File: config.mk
export PLATFORM = sky130hd
export DESIGN_NAME = conv_pe_acc
export DESIGN_NICKNAME = d
export VERILOG_FILES = /design/src/rtl/conv_pe_acc_pkg.sv /design/src/rtl/conv_pe_acc_dot.sv /design/src/rtl/conv_pe_acc.sv
export SDC_FILE = /design/constraint.sdc
export NUM_CORES = 1
export LEC_CHECK = 0
export ABC_AREA = 1
export BUFFER_PORTS_ARGS = -buffer_cell sky130_fd_sc_hd__buf_2
export CAP_MARGIN = 25
export CORE_UTILIZATION = 50
export CTS_CLUSTER_DIAMETER = 150
export DETAILED_ROUTE_END_ITERATION = 10
export HOLD_SLACK_MARGIN = 0.08
export PLACE_DENSITY = 0.78
export SLEW_MARGIN = 25
export SYNTH_ARGS = -nofsm -noshare
export SYNTH_HDL_FRONTEND = slang
export SYNTH_SLANG_ARGS = --single-unit
File: constraint.sdc
create_clock -name clk -period 8.1 [get_ports clk]
set_input_delay 0.81 -clock clk [delete_from_list [all_inputs] [get_ports clk]]
set_output_delay 0.81 -clock clk [all_outputs]
set_load 0.01 [all_outputs]
File: src/rtl/conv_pe_acc_pkg.sv
// Shared types for the convolution PE accumulator.
// Holds FSM encodings and the row tag carried down the dot pipeline.
package conv_pe_acc_pkg;

  localparam int ACC_W_DEF = 32;

  typedef enum logic [1:0] {
    ST_ACCUM,
    ST_DRAIN,
    ST_HOLD
  } state_t;

  typedef struct packed {
    logic first;
    logic last;
  } row_tag_t;

endpackage

File: src/rtl/conv_pe_acc_dot.sv
// Tap shift registers, product stage and row-sum stage.
// A row tag rides along with each accepted row.
module pe_dot_pipe
  import conv_pe_acc_pkg::*;
#(
  parameter int DATA_W = 8,
  parameter int TAPS   = 5,
  parameter int SUM_W  = 2*DATA_W+$clog2(TAPS)
) (
  input  logic                     clk,
  input  logic                     rst,
  input  logic                     w_we,
  input  logic [DATA_W-1:0]        w_in,
  input  logic                     if_we,
  input  logic [DATA_W-1:0]        if_in,
  input  logic                     flush,
  input  logic                     in_valid,
  input  row_tag_t                 in_tag,
  output logic                     out_valid,
  output row_tag_t                 out_tag,
  output logic signed [SUM_W-1:0]  out_sum
);

  localparam int PROD_W = 2*DATA_W;

  logic signed [DATA_W-1:0] w_tap [TAPS];
  logic signed [DATA_W-1:0] f_tap [TAPS];
  logic signed [PROD_W-1:0] prod  [TAPS];
  logic                     prod_v;
  row_tag_t                 prod_tag;
  logic signed [SUM_W-1:0]  sum_c;

  always_ff @(posedge clk) begin
    if (!rst) begin
      for (int i = 0; i < TAPS; i++) begin
        w_tap[i] <= '0;
        f_tap[i] <= '0;
      end
    end else begin
      if (w_we) begin
        w_tap[0] <= w_in;
        for (int i = 1; i < TAPS; i++)
          w_tap[i] <= w_tap[i-1];
      end
      if (if_we) begin
        f_tap[0] <= if_in;
        for (int i = 1; i < TAPS; i++)
          f_tap[i] <= f_tap[i-1];
      end
    end
  end

  // Products see the pre-edge taps even when a write lands on the same edge.
  always_ff @(posedge clk) begin
    if (!rst) begin
      prod_v   <= 1'b0;
      prod_tag <= '0;
      for (int i = 0; i < TAPS; i++)
        prod[i] <= '0;
    end else begin
      prod_v <= in_valid & ~flush;
      if (in_valid) begin
        prod_tag <= in_tag;
        for (int i = 0; i < TAPS; i++)
          prod[i] <= w_tap[i] * f_tap[i];
      end
    end
  end

  always_comb begin
    sum_c = '0;
    for (int i = 0; i < TAPS; i++)
      sum_c = sum_c + SUM_W'(prod[i]);
  end

  always_ff @(posedge clk) begin
    if (!rst) begin
      out_valid <= 1'b0;
      out_tag   <= '0;
      out_sum   <= '0;
    end else begin
      out_valid <= prod_v & ~flush;
      if (prod_v) begin
        out_tag <= prod_tag;
        out_sum <= sum_c;
      end
    end
  end

endmodule

File: src/rtl/conv_pe_acc.sv
// Convolution PE: accumulates ROWS row dot products per window,
// then requantises and holds the result on a valid/ready output.
module conv_pe_acc
  import conv_pe_acc_pkg::*;
#(
  parameter int DATA_W    = 8,
  parameter int TAPS      = 5,
  parameter int ROWS      = 5,
  parameter int ACC_W     = ACC_W_DEF,
  parameter int OUT_W     = 8,
  parameter int OUT_SHIFT = 0
) (
  input  logic              clk,
  input  logic              rst,
  input  logic              w_we,
  input  logic [DATA_W-1:0] w_in,
  input  logic              if_we,
  input  logic [DATA_W-1:0] if_in,
  input  logic              mac_valid,
  output logic              mac_ready,
  input  logic              acc_clr,
  input  logic              relu_en,
  output logic              out_valid,
  input  logic              out_ready,
  output logic [OUT_W-1:0]  out_data,
  output logic [ACC_W-1:0]  acc_out
);

  localparam int SUM_W = 2*DATA_W+$clog2(TAPS);
  localparam int CNT_W = (ROWS > 1) ? $clog2(ROWS) : 1;
  localparam logic signed [ACC_W-1:0] OUT_MAX =
    ACC_W'((64'sd1 <<< (OUT_W-1)) - 64'sd1);
  localparam logic signed [ACC_W-1:0] OUT_MIN = ~OUT_MAX;

  state_t                  state, state_n;
  logic [CNT_W-1:0]        row_cnt;
  logic                    accept, last_row, relu_q;
  row_tag_t                tag, s_tag;
  logic                    s_valid;
  logic signed [SUM_W-1:0] s_sum;
  logic signed [ACC_W-1:0] acc, acc_n;

  function automatic logic [OUT_W-1:0] requant(
    input logic signed [ACC_W-1:0] a,
    input logic                    relu
  );
    logic signed [ACC_W-1:0] s;
    s = a >>> OUT_SHIFT;
    if (relu && s < 0) s = '0;
    if (s > OUT_MAX) s = OUT_MAX;
    if (s < OUT_MIN) s = OUT_MIN;
    return s[OUT_W-1:0];
  endfunction

  assign mac_ready = (state == ST_ACCUM);
  assign accept    = mac_valid & mac_ready & ~acc_clr;
  assign last_row  = (row_cnt == CNT_W'(ROWS-1));
  assign tag       = '{first: (row_cnt == '0), last: last_row};
  assign acc_n     = s_tag.first ? ACC_W'(s_sum)
                                 : acc + ACC_W'(s_sum);

  pe_dot_pipe #(
    .DATA_W (DATA_W),
    .TAPS   (TAPS),
    .SUM_W  (SUM_W)
  ) u_dot (
    .clk       (clk),
    .rst       (rst),
    .w_we      (w_we),
    .w_in      (w_in),
    .if_we     (if_we),
    .if_in     (if_in),
    .flush     (acc_clr),
    .in_valid  (accept),
    .in_tag    (tag),
    .out_valid (s_valid),
    .out_tag   (s_tag),
    .out_sum   (s_sum)
  );

  always_comb begin
    state_n = state;
    unique case (state)
      ST_ACCUM: if (accept && last_row) state_n = ST_DRAIN;
      ST_DRAIN: if (s_valid && s_tag.last) state_n = ST_HOLD;
      ST_HOLD:  if (out_valid && out_ready) state_n = ST_ACCUM;
      default:  state_n = ST_ACCUM;
    endcase
    if (acc_clr) state_n = ST_ACCUM;
  end

  always_ff @(posedge clk) begin
    if (!rst) begin
      state     <= ST_ACCUM;
      row_cnt   <= '0;
      relu_q    <= 1'b0;
      acc       <= '0;
      out_valid <= 1'b0;
      out_data  <= '0;
      acc_out   <= '0;
    end else begin
      state <= state_n;
      if (acc_clr) begin
        row_cnt   <= '0;
        out_valid <= 1'b0;
      end else begin
        if (accept) begin
          row_cnt <= last_row ? '0 : row_cnt + 1'b1;
          if (last_row) relu_q <= relu_en;
        end
        if (s_valid) begin
          acc <= acc_n;
          if (s_tag.last) begin
            out_valid <= 1'b1;
            acc_out   <= acc_n;
            out_data  <= requant(acc_n, relu_q);
          end
        end else if (out_valid && out_ready) begin
          out_valid <= 1'b0;
        end
      end
    end
  end

endmodule

# --- After elaboration in Yosys (flattened, before gate mapping) ---
# Memory sizes are Yosys's and may differ from the RTL's.
# Cells that the tools add are included.
totals:
  output_inout_bits: 42
  ram_bits: 160
  inputBits: 24
  word_cells: 117
  regBits: 104
  mem_count: 3
op_classes:
  muxes: 45
  reduce_logical: 13
  n_addsub: 6
  bitwise: 21
  n_lt_le_gt_ge: 3
  n_mul: 5
  eq_ne: 7
memory_table:
  columns: ["name", "depth", "width", "rd", "rd_clocked_by_memory_dff", "wr", "line_no", "rtl"]
  rows:
  - ["u_dot.prod", 5, 16, 5, 0, 5, "conv_pe_acc_dot.sv:28", "logic signed [PROD_W-1:0] prod [TAPS];"]
  - ["u_dot.f_tap", 5, 8, 5, 0, 5, "conv_pe_acc_dot.sv:27", "logic signed [DATA_W-1:0] f_tap [TAPS];"]
  - ["u_dot.w_tap", 5, 8, 5, 0, 5, "conv_pe_acc_dot.sv:26", "logic signed [DATA_W-1:0] w_tap [TAPS];"]
ops:
  columns: ["op", "n"]
  rows:
  - ["32-bit two-way mux", 11]
  - ["8-bit two-way mux", 11]
  - ["8-bit by 8-bit multiplier with 16-bit output", 5]
  - ["16-bit two-way mux", 5]
  - ["19-bit by 16-bit adder with 19-bit output", 2]
  - ["32-bit by 19-bit adder with 32-bit output", 1]
  - ["32-bit by 8-bit > comparator with 1-bit output (second input constant)", 1]
  - ["32-bit by 1-bit < comparator with 1-bit output (second input constant)", 1]
  - ["32-bit by 8-bit < comparator with 1-bit output (second input constant)", 1]
  - ["17-bit by 16-bit adder with 18-bit output", 1]
  - ["16-bit by 16-bit adder with 17-bit output", 1]
  - ["1-bit OR", 15]
  - ["1-bit two-way mux", 13]
  - ["3-bit AND reduction", 3]
  - ["2-bit two-way mux", 3]
  - ["2-bit != test (second input constant)", 3]
  - ["2-bit one-hot mux with 3 select lines", 1]
  - ["1-bit bitwise AND", 4]
  - ["1-bit logical AND", 4]
  - ["2-bit AND reduction", 2]
  - ["3-bit by 1-bit adder with 3-bit output (second input constant)", 1]
  - ["3-bit == test (second input constant)", 1]
  - ["3-bit zero test", 1]
  - ["3-bit two-way mux", 1]
  - ["7 further kinds", 8]

# --- Depth between registers and ports, before layout ---
# Gate-level depths: netlist (run 1).
logic_depth:
  ltp_word: 17
  mapped_depth: 28
  depth_no_buf: 27

# --- By module ---
# A second synthesis (run 1) with hierarchy kept.
unflattened:
  cells_unflattened: 3866
  hier_area_um2: 28675.0
by_module_without_submodules:
  columns: ["module", "cells_each", "seq_area_each_um2", "n_inst", "area_each_um2"]
  rows:
  - ["pe_dot_pipe", 2789, 5305.1, 1, 22491.6]
  - ["conv_pe_acc", 1077, 1581.5, 1, 6183.4]

# --- Least setup slack after synthesis (run 1) ---
# Ideal clock, no wire load.
synth_timing:
  kind: "flip-flop to flip-flop"
  startpoint: "memory u_dot.w_tap[4][0] (netlist: u_dot.w_tap[0][32])"
  endpoint: "memory u_dot.prod[4][14] in the netlist's numbering, data pin"
  stages_incl_launch_ff: 23
  setup_ns: 0.146
  arrival_time_ns: 4.425
  path_slack_ns: 3.529
  period_less_slack_ns: 4.571
  n_path_buf: 1
  required_time_ns: 7.954
  path_cell_list: "edfxtp_1 -> clkbuf_1 -> or2_2 -> fa_1 -> fa_1 -> inv_1 -> fa_1 -> fa_1 -> ha_1 -> nand3_1 -> nand2_1 -> nand2_1 -> inv_1 -> nor2_1 -> o21ai_0 -> inv_1 -> o21ai_0 -> inv_1 -> nor2_1 -> o21ai_0 -> nand2_1 -> o21ai_0 -> a21oi_1"
synth_rtl:
  columns: ["item", "line_no"]
  rows:
  - ["start: declaration", "conv_pe_acc_dot.sv:26"]
  - ["end: declaration", "conv_pe_acc_dot.sv:28"]

==> results of run 1 <==
[how the worst min path moves through the flow]
stage	startpoint	cells past startpoint	endpoint	slack [ns]
finish	out_ready	2	out_valid	0.45
global placement	u_dot.prod_tag[0]	2	u_dot.out_tag[0]	0.45
floorplan	u_dot.prod_tag[1]	2	u_dot.out_tag[1]	0.43
global route	out_ready	2	out_valid	0.43
detailed placement	u_dot.prod_tag[1]	2	u_dot.out_tag[1]	0.46
CTS	out_ready	2	out_valid	0.43
[per-layer routing]
layer	wire length (um)	vias to the layer above
met5	0	-
met4	3600	0
met3	2510	139
met2	31300	549
met1	25300	9755
li1	-	10300
[registers in the layout, indices dropped and copies added (netlist names)]
name	cells
state	2
out_data	8
out_valid	1
u_dot.w_tap	40
u_dot.out_sum	19
acc_out	32
acc	32
relu_q	1
u_dot.out_tag	2
row_cnt	3
u_dot.prod_tag	2
u_dot.out_valid	1
u_dot.prod	80
u_dot.f_tap	40
u_dot.prod_v	1
[final cells by class]
cell class	instances	area share, %
Timing Repair Buffer	76	1.48
Tap cell	696	3.00
Multi-Input combinational cell	2139	56.4
Sequential cell	264	23.7
Inverter	941	12.2
Clock buffer	36	2.66
Clock inverter	18	0.531
[kinds of logic (layout without fill, tap and decap cells)]
family                   Yosys count  in the layout  synth area share, %
AND/OR/NAND/NOR                 1174           1174                 17.4
AO/OA/AOI/OAI                    378            378                 7.86
flip-flops                       264            264                 25.3
buffers and inverters           1068           1071                 14.9
XOR/XNOR                          64             64                 2.06
adder cells (fa/ha/maj)          523            523                 32.6
[power groups by stage]
stage | combinational [W] | sequential (W) | clock [W]
floorplan | 0.00155 | 0.00156 | 0
global placement | 0.00189 | 0.00164 | 0
detailed placement | 0.00194 | 0.00165 | 0
CTS | 0.00195 | 0.00162 | 0.00132
global route | 0.00225 | 0.00163 | 0.00138
finish | 0.00196 | 0.00162 | 0.00130
[per-stage QoR]
stage,power (W),utilization (%),area [um^2],worst slack [ns]
2_1_floorplan,0.00312,-,27300,3.53
4_1_cts,0.00489,53.9,29000,3.13
3_3_place_gp,0.00353,52.1,28000,3.27
3_5_place_dp,0.00359,52.2,28100,3.18
6_report,0.00487,53.9,29000,3.10
5_1_grt,0.00526,53.9,29000,2.58
[cells in the mapped netlist, drive strengths merged]
| master | n |
|---|---|
| and2 | 4 |
| xor2 | 35 |
| a211oi | 2 |
| o211a | 1 |
| nor3 | 31 |
| clkbuf | 115 |
| nor2 | 277 |
| a31oi | 7 |
| o31ai | 2 |
| a21oi | 149 |
| inv | 940 |
| nor4 | 3 |
| nand3 | 80 |
| edfxtp | 160 |
| ha | 211 |
| buf | 12 |
| nand3b | 10 |
| clkinv | 1 |
| a21boi | 2 |
| o22ai | 3 |
| o21bai | 27 |
| a22oi | 1 |
| dfxtp | 104 |
| fa | 312 |
| o211ai | 31 |
| nand2 | 748 |
| o21a | 7 |
| xnor2 | 29 |
| or2 | 15 |
| o221ai | 1 |
| a21o | 5 |
| nand4 | 6 |
| o21ai | 140 |
[critical path, delay by kind of cell (launching register included)]
family | cells | cell delay (ns)
compound gates | 11 | 1.35
simple gates | 7 | 0.87
fa+ha+maj | 5 | 1.96
buf+inv | 2 | 0.09
xor+xnor | 1 | 0.17
flops | 1 | 0.39
==> out/qor.yml, run 1 <==
use_met2_pct: 42.3
grt_max_degree: 83
skew_ns: 0.0343
grt_use_met3_pct: 2.16
intPower_w: 0.00297
whs_ns: 0.446
final_cell_mix: "inv_1 (935), nand2_1 (740), fa_1 (312)"
drive_gt1_share_pct: 5.01
vias: 20800
critPathMaxStageDelay_ns: 0.50
reg2reg_slack_ns: 3.10
hold_class: "input port to register"
core-area_um2: 53800
p_seq_share_pct: 33.2
drt_iter0_drc: 1458
switchingPower_w: 0.00190
antenna-diode-count: 0
cts_setup_buffers: 0
busiest_layer: "met2"
p_clk_share_pct: 26.7
rr_endpoint: "u_dot.out_sum[18]"
syn_area_per_cell_um2: 7.85
synth_seq_cells: 264
die_w_um: 235
hold_viol: 0
finalSetupViolCount: 0
cp-start-kind: "register"
grt-ovfl-total: 0
grt_pass1_wl_um: 104000
start_util_pct: 50.7
io_buffers: 65
clk_latency_ns: 0.59
h-tree-depth: 1
vdd_drop_max_uv: 184
place.gp.congestion: 0.956
crit_fanout: 3
ios: 66
tightest_slew_ns: 0.910
p_sw_share_pct: 39.0
finalCritPeriodShare_pct: 61.7
totalWireLength_um: 62700
area_growth_pct: 6.38
status: "finished, final reports clean"
cap_violations: 0
dp_hpwl_um: 50000
crit_arrival_ns: 5.45
grt_usage_pct: 23.4
nNetsFinal: 3998
synth_fp_nets: 4018
ff_latch_area_um2: 6890
via_per_inst: 4.98
power_density_nw_per_um2: 168
yosysSeqAreaShare_pct: 25.3
yosysTopAreaCell: "fa_1"
cts_tree: "yes"
cpMostUsedCell: "nand2_1"
critical-path-slowest-cell: "fa_1"
grt_use_met1_pct: 27.6
num_rows: 85
grt_pass1_vias: 21000
share_comb_of_total_power_pct: 40.1
drtAntennaViolNets: 0
rsz0062_at_grt: "false"
relSlewSlack_pct: 39.2
synth.cell_area_um2: 27300
cts_resized: 0
crit_path_end: "u_dot.out_sum[18]"
ys_types: 47
endpoint_kind: "register"
clockRootBuffer: "clkbuf_16"
multi_input_comb_area_um2: 16400
fmax_mhz: 200
setup_tns_ns: 0
cts.sinks: 264
routedWlPerCell_um: 15.0
yosys_warnings: 0
synth_top_area_share_pct: 22.9
drt_pass1_iterations: 5
fp.dieArea_um2: 55500
clk_pin_slew_ns: 0.07
critPathKind: "register to register"
synth_cells: 3471
drc: 0
synth.area.top_cells: "fa_1 (23%), edfxtp_1 (18%), inv_1 (13%), nand2_1 (10%), ha_1 (9.7%)"
drv_slew: 0
final_cells: 4170
antenna_found_initial: 0
cts_buffer_depth: 3
leakagePower_nw: 16.1
place_inst: 4116
r2r_cells: 26
rr_startpoint: "u_dot.prod[2][1]"
numCtsBuffers: 29
ctsHoldBuffers: 0
fin_crit_ns: 5.00
die_y_um: 235
crit_required_ns: 8.56
final_common_cell: "inv_1"
fill_cells: 4992
crit_start: "u_dot.prod[2][1]"
Power figures use the tool's default switching activity.
==> run 2, diff against run 1 <==
==> constraint.sdc (replaced) <==
create_clock -name clk -period 4.7 [get_ports clk]
set_input_delay 0.47 -clock clk [delete_from_list [all_inputs] [get_ports clk]]
set_output_delay 0.47 -clock clk [all_outputs]
set_load 0.01 [all_outputs]
==> out/qor.yml, run 2 (same netlist as run 1, synthesis figures left out) <==
endpoint_kind: "register"
vias: 21800  # +5.1%
drc: 0  # unchanged
place.gp.congestion: 1.02  # +6.6%
skew_ns: 0.0261  # -0.00814 ns
via_per_inst: 5.03  # +0.97%
clockRootBuffer: "clkbuf_16"
crit_required_ns: 5.18  # -3.38 ns
relSlewSlack_pct: 39.2  # about the same
grt_pass1_vias: 21400  # +1.8%
critical-path-slowest-cell: "fa_1"
top_register: "u_dot.prod"
crit_arrival_ns: 5.24  # -0.21 ns
reg_top3: "u_dot.prod (80), u_dot.f_tap (40), u_dot.w_tap (40)"
fin_crit_ns: 4.77  # -0.229 ns
crit_fanout: 3  # unchanged
grt-ovfl-total: 0  # unchanged
die_y_um: 235  # unchanged
switchingPower_w: 0.00361  # +90%
hold_viol: 0  # unchanged
antenna_found_initial: 0  # unchanged
setup_slack_ns: -0.0676  # -3.17 ns
share_comb_of_total_power_pct: 46.0  # +5.9 points
critPathMaxStageDelay_ns: 0.54  # +0.04 ns
p_sw_share_pct: 39.6  # +0.58 points
dp_hpwl_um: 52600  # +5.2%
clk_latency_ns: 0.59  # about the same
tightest_slew_ns: 0.911  # +0.00146 ns
area_growth_pct: 13.2
critPathKind: "register to register"
power_density_nw_per_um2: 296  # +76%
final_common_cell: "inv_1"
drt_pass1_iterations: 6  # +1
p_seq_share_pct: 29.9  # -3.3 points
violations: "negative setup slack"
num_rows: 85  # unchanged
numCtsBuffers: 29  # unchanged
grt_max_degree: 83  # unchanged
place_ws_ns: -0.164  # -3.34 ns
p_clk_share_pct: 24.1  # -2.6 points
rsz0062_at_grt: "true"
cts_tree: "yes"
rr_startpoint: "u_dot.prod[2][1]"
largest_reg_flops: 80  # unchanged
setup_tns_ns: -0.121  # -0.121 ns
cap_violations: 0  # unchanged
totalWireLength_um: 67800  # +8.1%
intPower_w: 0.00552  # +86%
cp-start-kind: "register"
hold_class: "input port to register"
grt_pass1_wl_um: 106000  # +1.6%
finalSetupViolCount: 4  # +4
die_w_um: 235  # unchanged
io_buffers: 65  # unchanged
cpMostUsedCell: "nand2_1"
drv_slew: 0  # unchanged
vdd_drop_max_uv: 339  # +85%
clk_pin_slew_ns: 0.06  # about the same
fp.dieArea_um2: 55500  # unchanged
core-area_um2: 53800  # unchanged
holdCritStartpoint: "w_in[1]"
antenna-diode-count: 0  # unchanged
fmax_mhz: 210  # +4.8%
cts.sinks: 264  # unchanged
status: "finished with violations"
start_util_pct: 50.7  # unchanged
cts_buffer_depth: 3  # unchanged
grt_usage_pct: 23.8  # +0.44 points
routedWlPerCell_um: 15.6  # +3.9%
finalCritPeriodShare_pct: 101  # +40 points
h-tree-depth: 1  # unchanged
drive_gt1_share_pct: 12.8  # +7.8 points
crit_start: "u_dot.prod[2][1]"
nNetsFinal: 4167  # +4.2%
leakagePower_nw: 16.9  # +5.1%
drtAntennaViolNets: 0  # unchanged
final_cell_mix: "inv_1 (905), nand2_1 (734), fa_1 (303)"
drt_iter0_drc: 1357  # -6.9%
ios: 66  # unchanged
-- run 2: changes by cell type in the layout (fill, tap and decap cells not counted), moves of 15 or more --
cell / before / now
inv_1: 935 / 905
o21ai_0: 137 / 109
nor2_1: 270 / 253
o21ai_1: 1 / 22
a21oi_1: 141 / 126
buf_4: 10 / 171
ha_1: 211 / 184
a21oi_2: 8 / 23
inv_2: 5 / 33
ha_4: 0 / 25
-- run 2: final cells by class --
class	count	area (um^2)
Multi-Input combinational cell	2139	17000
Tap cell	696	871
Inverter	941	3540
Timing Repair Buffer	245	1720
Fill cell	4591	23000
Clock buffer	39	797
Sequential cell	264	6890
Clock inverter	15	98.8
-- run 2: through the flow --
stage	area, um^2	hold WS [ns]	util, %	total power [W]	cells
after floorplan	27300	0.429	-	0.00537	3471
after global placement	28700	0.447	53.3	0.00634	4198
after detailed placement	28700	0.460	53.3	0.00644	4198
after CTS	29700	0.171	55.1	0.00865	4263
after global routing	30900	0.172	57.3	0.00976	4339
final	30900	0.182	57.3	0.00913	4339
-- run 2: worst paths after layout --
| path | endpoint | slack (ns) | cells after the start |
|---|---|---|---|
| hold / removal | u_dot.w_tap[0][1] | 0.18 | 3 |
| setup reg to reg | u_dot.out_sum[18] | -0.07 | 26 |
| hold reg to reg | u_dot.out_tag[0] | 0.47 | 2 |
| setup / recovery | u_dot.out_sum[18] | -0.07 | 26 |
-- run 2: metal layers --
metal / part of all wire (%) / vias up / wire length, um / GRT usage (%)
met5: 0 / - / 0 / 0
met4: 5.3 / 0 / 3620 / 11.2
met3: 4.8 / 189 / 3270 / 2.35
met2: 51 / 654 / 34900 / 44.2
met1: 38 / 10300 / 26100 / 27.5
li1: - / 10700 / - / -
-- run 2: power by group through the flow --
stage / sequential [W] / combinational, W / clock (W)
2_1_floorplan: 0.00270 / 0.00268 / 0
3_3_place_gp: 0.00278 / 0.00355 / 0
3_5_place_dp: 0.00279 / 0.00365 / 0
4_1_cts: 0.00274 / 0.00370 / 0.00222
5_1_grt: 0.00274 / 0.00471 / 0.00231
6_report: 0.00273 / 0.00420 / 0.00220
-- run 2: critical path, delay by kind of cell, from the launching register on --
kind            cells  cell delay, ns
simple gates        7            0.64
flops               1            0.39
compound gates     11            1.40
buf+inv             2            0.11
xor+xnor            1            0.20
fa+ha+maj           5            1.93
-- run 2: timing repair --
item                                    in CTS  in global routing
pin swaps                                   12                128
hold buffers                                 1                  0
setup buffers                               10                 76
gates resized for setup                      9                163
endpoints found under the hold margin        1                  0
endpoints found under the setup margin       5                 25
